`config.mk`:
```
export PLATFORM = sky130hd
export DESIGN_NAME = rgb2gray_frame_ctrl
export DESIGN_NICKNAME = d
export VERILOG_FILES = /design/src/rtl/rgb2gray_frame_ctrl.sv
export SDC_FILE = /design/constraint.sdc
export NUM_CORES = 1
export LEC_CHECK = 0
export BUFFER_PORTS_ARGS = -buffer_cell sky130_fd_sc_hd__buf_2
export CORE_ASPECT_RATIO = 0.75
export CORE_MARGIN = 3
export CORE_UTILIZATION = 55
export CTS_CLUSTER_SIZE = 24
export DETAILED_ROUTE_END_ITERATION = 7
export GPL_ROUTABILITY_DRIVEN = 0
export HOLD_SLACK_MARGIN = 0.05
export PLACE_DENSITY_LB_ADDON = 0.15
export SYNTH_ARGS = -nofsm -noshare
export SYNTH_HDL_FRONTEND = slang
export SYNTH_SLANG_ARGS = --single-unit
```
`constraint.sdc`:
```
create_clock -name clk -period 4.3 [get_ports clk]
set_input_delay 0.43 -clock clk [delete_from_list [all_inputs] [get_ports clk]]
set_output_delay 0.43 -clock clk [all_outputs]
set_load 0.03 [all_outputs]
```
`src/rtl/rgb2gray_frame_ctrl.sv`:
```
// rgb2gray_frame_ctrl: feeds an external rgb2gray converter and tags its results
// with x/y/frame coordinates, counting a job of NUM_FRAMES frames.
module rgb2gray_frame_ctrl #(
  parameter int H_ACTIVE      = 1280,
  parameter int V_ACTIVE      = 720,
  parameter int NUM_FRAMES    = 143,
  parameter int DRAIN_TIMEOUT = 64
) (
  input  logic        clk,
  input  logic        rst,
  input  logic        start,
  input  logic        src_valid,
  input  logic [7:0]  src_red,
  input  logic [7:0]  src_green,
  input  logic [7:0]  src_blue,
  output logic        src_ready,
  output logic [7:0]  cv_red,
  output logic [7:0]  cv_green,
  output logic [7:0]  cv_blue,
  output logic        cv_valid_in,
  input  logic [7:0]  cv_gray,
  input  logic        cv_valid_out,
  output logic [7:0]  pix_gray,
  output logic        pix_valid,
  output logic [10:0] pix_x,
  output logic [9:0]  pix_y,
  output logic [7:0]  frame_idx,
  output logic        pix_sof,
  output logic        pix_eol,
  output logic        pix_eof,
  output logic        busy,
  output logic        done,
  output logic        err
);
  localparam int TW = $clog2(DRAIN_TIMEOUT + 1);
  localparam logic [10:0] XL = 11'(H_ACTIVE - 1);
  localparam logic [9:0]  YL = 10'(V_ACTIVE - 1);
  localparam logic [7:0]  FL = 8'(NUM_FRAMES - 1);
  typedef enum logic [1:0] {IDLE, RUN, DRAIN, DONE} state_t;
  state_t state, state_nx;
  logic [10:0] in_x, out_x;
  logic [9:0] in_y, out_y;
  logic [7:0] in_f, out_f;
  logic [TW-1:0] quiet;
  logic out_full, xfer, go, acc, in_last, out_last, timeout;
  always_comb begin
    xfer     = src_valid && src_ready;
    go       = start && state == IDLE;
    acc      = cv_valid_out && (state == RUN || state == DRAIN) && !out_full;
    in_last  = in_x == XL && in_y == YL && in_f == FL;
    out_last = out_x == XL && out_y == YL && out_f == FL;
    timeout  = state == DRAIN && !cv_valid_out && quiet == TW'(DRAIN_TIMEOUT - 1);
  end
  always_ff @(posedge clk)
    if (!rst) state <= IDLE;
    else state <= state_nx;
  always_comb begin
    state_nx = state;
    case (state)
      IDLE:    state_nx = start ? RUN : IDLE;
      RUN:     state_nx = xfer && in_last ? DRAIN : RUN;
      DRAIN:   state_nx = out_full || (acc && out_last) || timeout ? DONE : DRAIN;
      default: state_nx = IDLE;
    endcase
  end
  always_comb begin
    src_ready = state == RUN;
    busy      = state == RUN || state == DRAIN;
    done      = state == DONE;
  end
  always_ff @(posedge clk) begin
    if (!rst) begin
      {in_x, in_y, in_f, out_x, out_y, out_f} <= '0;
      {cv_red, cv_green, cv_blue, cv_valid_in} <= '0;
      {pix_gray, pix_x, pix_y, frame_idx, pix_valid} <= '0;
      {pix_sof, pix_eol, pix_eof, err, out_full} <= '0;
      quiet <= '0;
    end else begin
      cv_valid_in <= xfer;
      if (xfer) {cv_red, cv_green, cv_blue} <= {src_red, src_green, src_blue};
      if (go) {in_x, in_y, in_f} <= '0;
      else if (xfer) begin
        in_x <= in_x == XL ? '0 : in_x + 1'b1;
        if (in_x == XL) begin
          in_y <= in_y == YL ? '0 : in_y + 1'b1;
          if (in_y == YL) in_f <= in_f + 1'b1;
        end
      end
      if (go) {out_x, out_y, out_f} <= '0;
      else if (acc) begin
        out_x <= out_x == XL ? '0 : out_x + 1'b1;
        if (out_x == XL) begin
          out_y <= out_y == YL ? '0 : out_y + 1'b1;
          if (out_y == YL) out_f <= out_f + 1'b1;
        end
      end
      out_full  <= !go && (out_full || (acc && out_last));
      pix_valid <= acc;
      pix_sof   <= acc && out_x == '0 && out_y == '0;
      pix_eol   <= acc && out_x == XL;
      pix_eof   <= acc && out_x == XL && out_y == YL;
      if (acc) {pix_gray, pix_x, pix_y, frame_idx} <= {cv_gray, out_x, out_y, out_f};
      // any converter result that cannot be tagged is dropped and flagged
      quiet <= state == DRAIN && !cv_valid_out ? quiet + 1'b1 : '0;
      err   <= (err && !go) || (cv_valid_out && !acc) || timeout;
    end
  end
endmodule
```
# After elaboration in Yosys (flattened, before gate mapping)
# Index checks and enable logic that the tools add are counted.
word_totals:
  output_inout_bits: 70
  input_bits: 37
  elab_cells: 85
  register_bits: 135
op_classes:
  eq_ne: 10
  n_mux: 8
  add_sub_neg: 7
  n_reduce_logical: 37
  bitwise: 1
ops:
  columns: ["operator", "n"]
  rows:
  - ["adder 11 x 1 -> 11 bit, second input constant", 2]
  - ["equality test 11 bit, second input constant", 2]
  - ["two-way mux 11 bit", 2]
  - ["adder 10 x 1 -> 10 bit, second input constant", 2]
  - ["equality test 10 bit, second input constant", 2]
  - ["two-way mux 10 bit", 2]
  - ["logical AND 1 bit", 19]
  - ["adder 8 x 1 -> 8 bit, second input constant", 2]
  - ["equality test 8 bit, second input constant", 2]
  - ["zero test 11 bit", 1]
  - ["zero test 10 bit", 1]
  - ["adder 7 x 1 -> 7 bit, second input constant", 1]
  - ["equality test 7 x 6 -> 1 bit, second input constant", 1]
  - ["one-hot mux 2 bit (3 select lines)", 1]
  - ["AND reduction 2 bit", 3]
  - ["AND reduction 3 bit", 2]
  - ["logical OR 1 bit", 5]
  - ["equality test 2 bit, second input constant", 2]
  - ["zero test 1 bit", 4]
  - ["equality test 2 x 1 -> 1 bit, second input constant", 1]
  - ["zero test 2 bit", 1]
  - ["two-way mux 1 bit", 2]
  - ["two-way mux 2 bit", 1]
  - ["OR reduction 2 bit", 1]
  - ["inverter 1 bit", 1]

# Logic depth before layout (Yosys ltp)
# Gate-level depths: netlist of run 1.
logic_depth:
  ltp_word: 9
  depth_mapped: 9
  mapped_depth_nobuf: 7

# Worst setup path before layout of run 1
# OpenSTA, ideal clock, no wires.
synth_timing:
  path_kind: "register to register"
  from: "register state[0]"
  to: "register out_f[5]"
  n_path_buf: 2
  period_less_slack_ns: 2.227
  t_arrival_ns: 2.157
  stages_incl_launch_ff: 10
  setup_slack_ns: 2.073
  setup_ns: 0.070
  required_ns: 4.230
  path_cell_list: "dfxtp_1 -> inv_1 -> ha_1 -> and3b_1 -> buf_2 -> and4_1 -> buf_4 -> nand4_2 -> or3_1 -> a21oi_1"
synth_between:
  elab_chain_cells: 5
  elab_cells_between_ends: 9
  classes_between: "eq/ne: 2; reduce/logical: 7"
synth_lines:
  columns: ["item", "line", "source"]
  rows:
  - ["start, declared", "40", "state_t state, state_nx;"]
  - ["start signal, assigned", "56", "else state <= state_nx;"]
  - ["equality test 2 x 1 -> 1 bit / equality test 2 bit (equally long branches)", null, null]
  - ["logical OR 1 bit (*)", null, null]
  - ["net busy", "31", "output logic busy,"]
  - ["logical AND 1 bit (*) (2 in a row)", "49", "acc = cv_valid_out && (state == RUN || state == DRAIN) && !out_full;"]
  - ["AND reduction 3 bit (no source line) (*)", null, null]
  - ["end signal, assigned", "94", "if (out_y == YL) out_f <= out_f + 1'b1;"]
  - ["end, declared", "43", "logic [7:0] in_f, out_f;"]
# The timed path passes the listed nets; every way through them passes the cells marked *.
# A chain may end at the register's enable or synchronous reset.

# Worst setup path after layout of run 1
layout_timing:
  from: "register state[1]"
  to: "register state[0]"
layout_between:
  elab_chain_cells: 9
  elab_cells_between_ends: 16
  classes_between: "eq/ne: 2; mux: 3; reduce/logical: 11"
layout_lines:
  columns: ["item", "line", "source"]
  rows:
  - ["equality test 2 x 1 -> 1 bit / equality test 2 bit (equally long branches)", null, null]
  - ["logical OR 1 bit", "49", null]
  - ["logical AND 1 bit (2 in a row)", "49", null]
  - ["logical AND 1 bit", "62", "DRAIN: state_nx = out_full || (acc && out_last) || timeout ? DONE : DRAIN;"]
  - ["logical OR 1 bit (2 in a row)", "62", null]
  - ["two-way mux 1 bit", "62", null]
  - ["one-hot mux 2 bit (3 select lines) (*)", "59", "case (state)"]
# Every way passes the cells marked *; elsewhere a longest branch is shown, timed or not.

==> impl_summary.txt, run 1 <==
----------------------------------------------------
[Run status]
  Run status ... completed

[Timing]
  Fin Setup TNS ... 0 ps
  Transition time at the pin with the least slew margin ... 1100 ps
  Minimum clock period ... 2960 ps
  Setup repair after global routing missed its margin ... no
  Max-slew violation total from the final report ... 0
  Count of final hold-check violations ... 0
  Worst clock skew ... 11.0 ps
  Final period util ... 68.9%
  Slew HR ... between 20% and 30%
  Fmax ... 0.338 GHz
  Number of setup violations in the final report ... 0

[Logic synthesis]
  Syn_nets ... 718
  Proportion of register bits with asynchronous set or reset after synthesis ... 0%
  Netlist area before placement ... about 0.0056 sq mm
  Syn Inst Count ... roughly 670
  Top cell type by total area after synthesis ... sky130_fd_sc_hd__dfxtp_1
  Average footprint of a synthesized cell ... 8.39 sq um
  Number of synthesized register bits ... 135
  Post-synthesis cell type count ... 45
  Most common library cells after synthesis ... sky130_fd_sc_hd__nand2_1, sky130_fd_sc_hd__dfxtp_1, sky130_fd_sc_hd__a21oi_1
  Leading post-synthesis cells by cell area ... sky130_fd_sc_hd__dfxtp_1, sky130_fd_sc_hd__nand2_1, sky130_fd_sc_hd__a21oi_1
  Number of enable flip-flop cells after synthesis ... 0
  YS warnings ... 0
  Fraction of post-synthesis cell area in the top cell type by area ... between 40 and 50%
  Leading cell type by number of instances after synthesis ... sky130_fd_sc_hd__nand2_1
  Most instantiated flip-flop cell in the synthesis netlist ... sky130_fd_sc_hd__dfxtp_1
  Fraction of the yosys area taken by sequential cells ... 48.5%

[Worst setup path]
  Crit. path cell count ... 7
  Worst setup path start ... state[1]$_SDFF_PN0_
  Worst setup path endpoint ... state[0]$_SDFF_PN0_
  Cell with the most instances on the worst path ... sky130_fd_sc_hd__nand4_1
  Required time worst endpoint ... 4610 ps
  Top Family by Delay on Critical Path ... simple AND/OR/NAND/NOR gates
  Setup crit start kind ... flop
  R2r worst-path depth ... 7
  Cells along the critical path ... inv_1, ha_1, and3b_1, nand4_1, nor2_1, nand4_1, a311oi_1
  Arrival time at the worst endpoint ... about 3300 ps
  Cell type of the slowest stage on the worst timing path ... sky130_fd_sc_hd__nand4_1
  Flop-to-flop setup slack ... 1340 ps
  Reg-to-Reg End ... state[0]$_SDFF_PN0_
  Largest stage delay, worst path ... roughly 570 ps
  Worst-path fanout max ... 14
  Setup Crit Path Kind ... reg -> reg
  RR Startpoint ... state[1]$_SDFF_PN0_
  WP buf/inv ... 1
  Type of element capturing the critical path ... flop

[Die]
  DIE WIDTH ... ~120 microns
  Std-Cell Core Area ... about 0.01 sq mm
  Die Outline Area ... 0.0114 sq mm
  Starting density of the core ... 57.1%
  Standard-cell rows ... 31
  I/O pin cnt ... 107
  Die Y-Extent ... 93.2 microns

[CTS]
  Post-CTS setup buffer count ... 0
  Clock Latency Late Sink ... 420 ps
  Clock tree from TritonCTS ... done
  Level count of the clock H-tree ... 4
  Post-CTS Resized ... 0
  Buffers from clock root to sink, at most ... 2
  CTS Root Buffer Type ... sky130_fd_sc_hd__clkbuf_16
  Number of clock buffers inserted by TritonCTS ... 17
  Post-CTS clock slew at the launch and capture registers of the worst setup and hold paths ... 60 ps
  Total number of clock tree sinks ... 135
  CTS Hold Bufs ... 0

[Routing]
  Total Wirelength ... 12.9 mm
  Post-detailed-route count of antenna-violating nets ... 0
  First-iteration detailed-routing DRC count ... 303
  Number of iterations in the first detailed-routing pass ... 4
  DR vias ... 4,946
  DRC violations left ... 0
  Post-detailed-route wirelength per cell ... 14.2 microns
  Detailed-route vias per instance ... 5.46

[Global route]
  Via count of the first global-routing pass ... roughly 4,600
  Pin count of the biggest net entering global routing ... 70
  Global-route wire length before repair ... 20.9 mm
  Total global-route track usage ... around 23%
  Total grt overflow ... 0
  Initial antenna violation count ... 0

[Worst hold path]
  Hold Path Class ... in -> reg
  Start point of the worst hold path ... src_green[6]

[Power and ir drop]
  Power density normalized to cell area ... around 460 mW/mm^2
  Reported leakage power ... 0.00279 uW
  Total Power ... approximately 3200 uW
  Peak supply drop ... 0.270 mV

[Finish]
  Number of diodes ... 0
  Final standard cell count with taps included and fillers excluded ... 906
  Share of final-layout standard cells stronger than drive strength 1 ... 19.6%
  Net count, final ... 814
  Area delta synth->final ... 23.4%

[Placed design]
  Post-DP HPWL ... 8.61 mm
  Number of cells in the design after placement ... 874
  Count of input and output buffers ... 106

[Run]
  Max Cap Violations ... 0

----------------------------------------------------
worst reg2reg max path, stage by stage, from the launching register on:
cell,delay (ps)
sky130_fd_sc_hd__dfxtp_1,390
sky130_fd_sc_hd__inv_1,120
sky130_fd_sc_hd__ha_1,370
sky130_fd_sc_hd__and3b_1,500
sky130_fd_sc_hd__nand4_1,570
sky130_fd_sc_hd__nor2_1,480
sky130_fd_sc_hd__nand4_1,150
sky130_fd_sc_hd__a311oi_1,290
logic make-up after synthesis:
family / Yosys count / synth area share (%)
multiplexers: 1 / 0.202
XOR/XNOR: 45 / 7.07
flip-flops: 135 / 48.5
buffers and inverters: 42 / 3.01
AND/OR/NAND/NOR: 330 / 28.6
adder cells (fa/ha/maj): 16 / 3.59
AO/OA/AOI/OAI: 96 / 9.13
registers in the layout, summed over array words and instances (netlist names):
name,flops
frame_idx,8
pix_sof,1
out_full,1
in_f,8
err,1
out_y,10
in_y,10
cv_blue,8
out_f,8
pix_eol,1
cv_red,8
quiet,7
pix_valid,1
pix_eof,1
out_x,11
pix_y,10
cv_valid_in,1
cv_green,8
pix_x,11
pix_gray,8
state,2
in_x,11
cell usage in the layout, fill, tap and decap left out, drive strengths merged:
cell    count
buf       109
nor2b       5
nand4b      3
o21ai      11
or4         2
nor3        8
or4b        1
a21oi      75
a222oi      2
a211oi      2
mux2        1
a311oi      1
a22oi       1
nor2       64
xnor2      12
inv        10
ha         16
clkbuf     26
nand3      23
dfxtp     135
and2        6
bufinv      6
and3b       1
a31oi       3
or2         1
nand2b      2
nor4b       2
and3        8
nor3b       3
nand3b      2
or3         7
o31a        1
nor4       10
nand2     156
nand4      19
and4        7
xor2       33
per-layer routing:
layer  track usage (%)  part of all wire (%)  routed length, microns  up-vias
li1                  -                     -                       -     2441
met1              28.6                    45                    5780     2308
met2              36.3                    46                    5960      178
met3              9.01                   7.4                     948       19
met4              9.23                   1.5                     191        0
met5                 0                     0                       0        -
stage by stage:
step | util (%) | setup slack (ps) | cell area [sq um] | hold slack (ps)
CTS | 70.4 | 1370 | 6890 | 233
finish | 70.4 | 1340 | 6890 | 247
global route | 70.4 | 1060 | 6890 | 237
global placement | 63.1 | 1700 | 6170 | 432
floorplan | - | 2070 | 5580 | 418
detailed placement | 63.1 | 1470 | 6170 | 444
how the worst min path moves through the flow:
stage | end | slack (ps) | cells after the start
finish | cv_green[6]$_SDFFE_PN0P_ | 250 | 3
detailed placement | pix_gray[7]$_SDFFE_PN0P_ | 440 | 2
CTS | cv_red[7]$_SDFFE_PN0P_ | 230 | 3
floorplan | quiet[0]$_SDFF_PN0_ | 420 | 1
global placement | quiet[0]$_SDFF_PN0_ | 430 | 1
global route | cv_red[2]$_SDFFE_PN0P_ | 240 | 3
power by group:
| part | internal [uW] | switching, uW |
|---|---|---|
| registers | 1270 | 9.18 |
| logic | 39.6 | 106 |
| clock network | 1210 | 521 |
cell type report:
cell class	instances	area (sq um)
Timing Repair Buffer	109	553
Clock buffer	26	539
Tap cell	132	165
Inverter	10	37.5
Multi-Input combinational cell	488	2710
Fill cell	782	2890
Sequential cell	135	2700
Clock inverter	6	180
(Power assumes the default switching activity.)
==> run 2: changes to the inputs <==
--- a/config.mk
+++ b/config.mk
@@ -8,7 +8,7 @@
 export BUFFER_PORTS_ARGS = -buffer_cell sky130_fd_sc_hd__buf_2
 export CORE_ASPECT_RATIO = 0.75
 export CORE_MARGIN = 3
-export CORE_UTILIZATION = 55
+export CORE_UTILIZATION = 50
 export CTS_CLUSTER_SIZE = 24
 export DETAILED_ROUTE_END_ITERATION = 7
 export GPL_ROUTABILITY_DRIVEN = 0
==> constraint.sdc (replaced) <==
create_clock -name clk -period 2.45 [get_ports clk]
set_input_delay 0.245 -clock clk [delete_from_list [all_inputs] [get_ports clk]]
set_output_delay 0.245 -clock clk [all_outputs]
set_load 0.03 [all_outputs]
==> impl_summary.txt, run 2 (synthesis results as in run 1) <==
----------------------------------------------------
[Run]
  Max Cap Violations ... 0

[Placed design]
  Post-DP HPWL ... 8.95 mm
  Post-place setup slack ... roughly 330 ps
  Count of input and output buffers ... 106
  Number of cells in the design after placement ... 886

[Finish]
  Leading cell types in the layout, fill and taps excluded ... sky130_fd_sc_hd__nand2_1, sky130_fd_sc_hd__dfxtp_1, sky130_fd_sc_hd__buf_2
  Final core area utilization ... 64.9%
  Leading cell type in the layout, fill and taps excluded ... sky130_fd_sc_hd__nand2_1
  Final standard cell count with taps included and fillers excluded ... slightly above 900
  Share of final-layout standard cells stronger than drive strength 1 ... 20.5%
  Net count, final ... a little over 800
  Layout filler cell count ... around 900
  Area delta synth->final ... 23.0%
  Number of diodes ... 0

[Timing]
  Fin Setup TNS ... 0 ps
  Worst clock skew ... 10.1 ps
  Minimum clock period ... around 2200 ps
  Number of setup violations in the final report ... 0
  Final period util ... 89.3%
  Max-slew violation total from the final report ... 0
  Slew HR ... a little over two fifths
  Setup repair after global routing missed its margin ... no
  Transition time at the pin with the least slew margin ... 873 ps
  Count of final hold-check violations ... 0
  Post-layout worst setup margin ... 261 ps
  Fmax ... 0.457 GHz

[Routing]
  Post-detailed-route count of antenna-violating nets ... 0
  Number of iterations in the first detailed-routing pass ... 6
  First-iteration detailed-routing DRC count ... approximately 320
  Detailed-route vias per instance ... 5.34
  Total Wirelength ... 12.9 mm
  DR vias ... 4,894
  DRC violations left ... 0
  Post-detailed-route wirelength per cell ... between 10 and 15 microns

[Run status]
  Run status ... completed

[Worst setup path]
  RR Startpoint ... state[0]$_SDFF_PN0_
  Reg-to-Reg End ... out_y[7]$_SDFFE_PP0P_
  Required time worst endpoint ... 2750 ps
  Worst-path fanout max ... 7
  Setup Crit Path Kind ... reg -> reg
  Setup crit start kind ... flop
  Type of element capturing the critical path ... flop
  Arrival time at the worst endpoint ... 2490 ps
  Flop-to-flop setup slack ... 260 ps
  R2r worst-path depth ... 8

[Worst hold path]
  Start point of the worst hold path ... src_blue[6]
  Hold path depth ... 3
  Terminating pin of the worst hold path ... cv_blue[6]$_SDFFE_PN0P_
  Hold Path Class ... in -> reg

[Die]
  Starting density of the core ... 52.8%
  I/O pin cnt ... between 100 and 150
  Die Outline Area ... 0.0125 sq mm
  Std-Cell Core Area ... 0.0106 sq mm
  DIE WIDTH ... 128 microns
  Standard-cell rows ... 32
  Die Y-Extent ... 97.5 microns

[CTS]
  Level count of the clock H-tree ... 4
  Number of clock buffers inserted by TritonCTS ... 17
  Buffers from clock root to sink, at most ... 2
  Post-CTS clock slew at the launch and capture registers of the worst setup and hold paths ... 60 ps
  Total number of clock tree sinks ... roughly 140
  CTS Hold Bufs ... 0
  Clock Latency Late Sink ... a little over 400 ps
  Clock tree from TritonCTS ... done
  CTS Root Buffer Type ... sky130_fd_sc_hd__clkbuf_16

[Global route]
  Global-route wire length before repair ... 22.2 mm
  Pin count of the biggest net entering global routing ... 69
  Initial antenna violation count ... 0
  Total global-route track usage ... 21.5%
  Total grt overflow ... 0
  Via count of the first global-routing pass ... around 4,600

[Power and ir drop]
  Total Power ... 5150 uW
  Power density normalized to cell area ... 751 mW/mm^2
  Peak supply drop ... 0.561 mV
  Reported leakage power ... approximately 0.0028 uW

----------------------------------------------------
==> run 2: how the worst max path moves through the flow <==
stage	startpoint	endpoint	slack, ps	depth (start not counted)
2_1_floorplan	state[0]$_SDFF_PN0_	out_f[5]$_SDFFE_PP0P_	220	9
3_3_place_gp	state[0]$_SDFF_PN0_	state[0]$_SDFF_PN0_	410	7
3_5_place_dp	state[0]$_SDFF_PN0_	state[0]$_SDFF_PN0_	330	7
4_1_cts	state[0]$_SDFF_PN0_	state[0]$_SDFF_PN0_	290	7
5_1_grt	state[0]$_SDFF_PN0_	state[0]$_SDFF_PN0_	2	7
6_report	state[0]$_SDFF_PN0_	out_y[7]$_SDFFE_PP0P_	260	8
==> run 2: repair_timing <==
| item | 4_1_cts | 5_1_grt |
|---|---|---|
| buffers inserted | 0 | 0 |
| resized for setup | 0 | 1 |
| setup endpoints to repair | 0 | 1 |
| endpoints found under the hold margin | 0 | 0 |
==> run 2: final cells by class <==
cell class                 count  area [sq um]  area share (%)
clock inverter                 7           114            1.66
sequential                   135          2700            39.4
multi-input combinational    488          2710            39.5
inverter                      10          37.5           0.547
clock buffer                  24           512            7.46
tap                          136           170            2.48
timing repair buffer         117           613            8.94
==> run 2: metal layers <==
metal | part of all wire [%] | global-route usage, %
met3 | 7.8 | 7.91
met2 | 44 | 32.5
met1 | 47 | 29.3
met4 | 0.77 | 5.22
met5 | 0 | 0
==> run 2: critical path, cell delays in order (launching register included) <==
cell                      delay, ps
sky130_fd_sc_hd__dfxtp_1        410
sky130_fd_sc_hd__inv_1           90
sky130_fd_sc_hd__ha_1           340
sky130_fd_sc_hd__and3b_1        230
sky130_fd_sc_hd__nand4_1        290
sky130_fd_sc_hd__buf_4          270
sky130_fd_sc_hd__nor3_1         250
sky130_fd_sc_hd__xnor2_1        160
sky130_fd_sc_hd__nor2_1          50
==> run 2: stage by stage <==
stage / hold slack, ps / area, sq um
after detailed placement: 445 / 6230
after floorplan: 381 / 5580
after global routing: 54.0 / 6860
after CTS: 60.4 / 6860
after global placement: 431 / 6230
final: 68.0 / 6860
==> run 2: where the power goes <==
group | internal (uW) | switching (uW) | total [uW]
registers | 2230 | 15.9 | 2240
logic | 76.6 | 188 | 265
clock network | 1760 | 891 | 2650
total | 4060 | 1100 | 5150
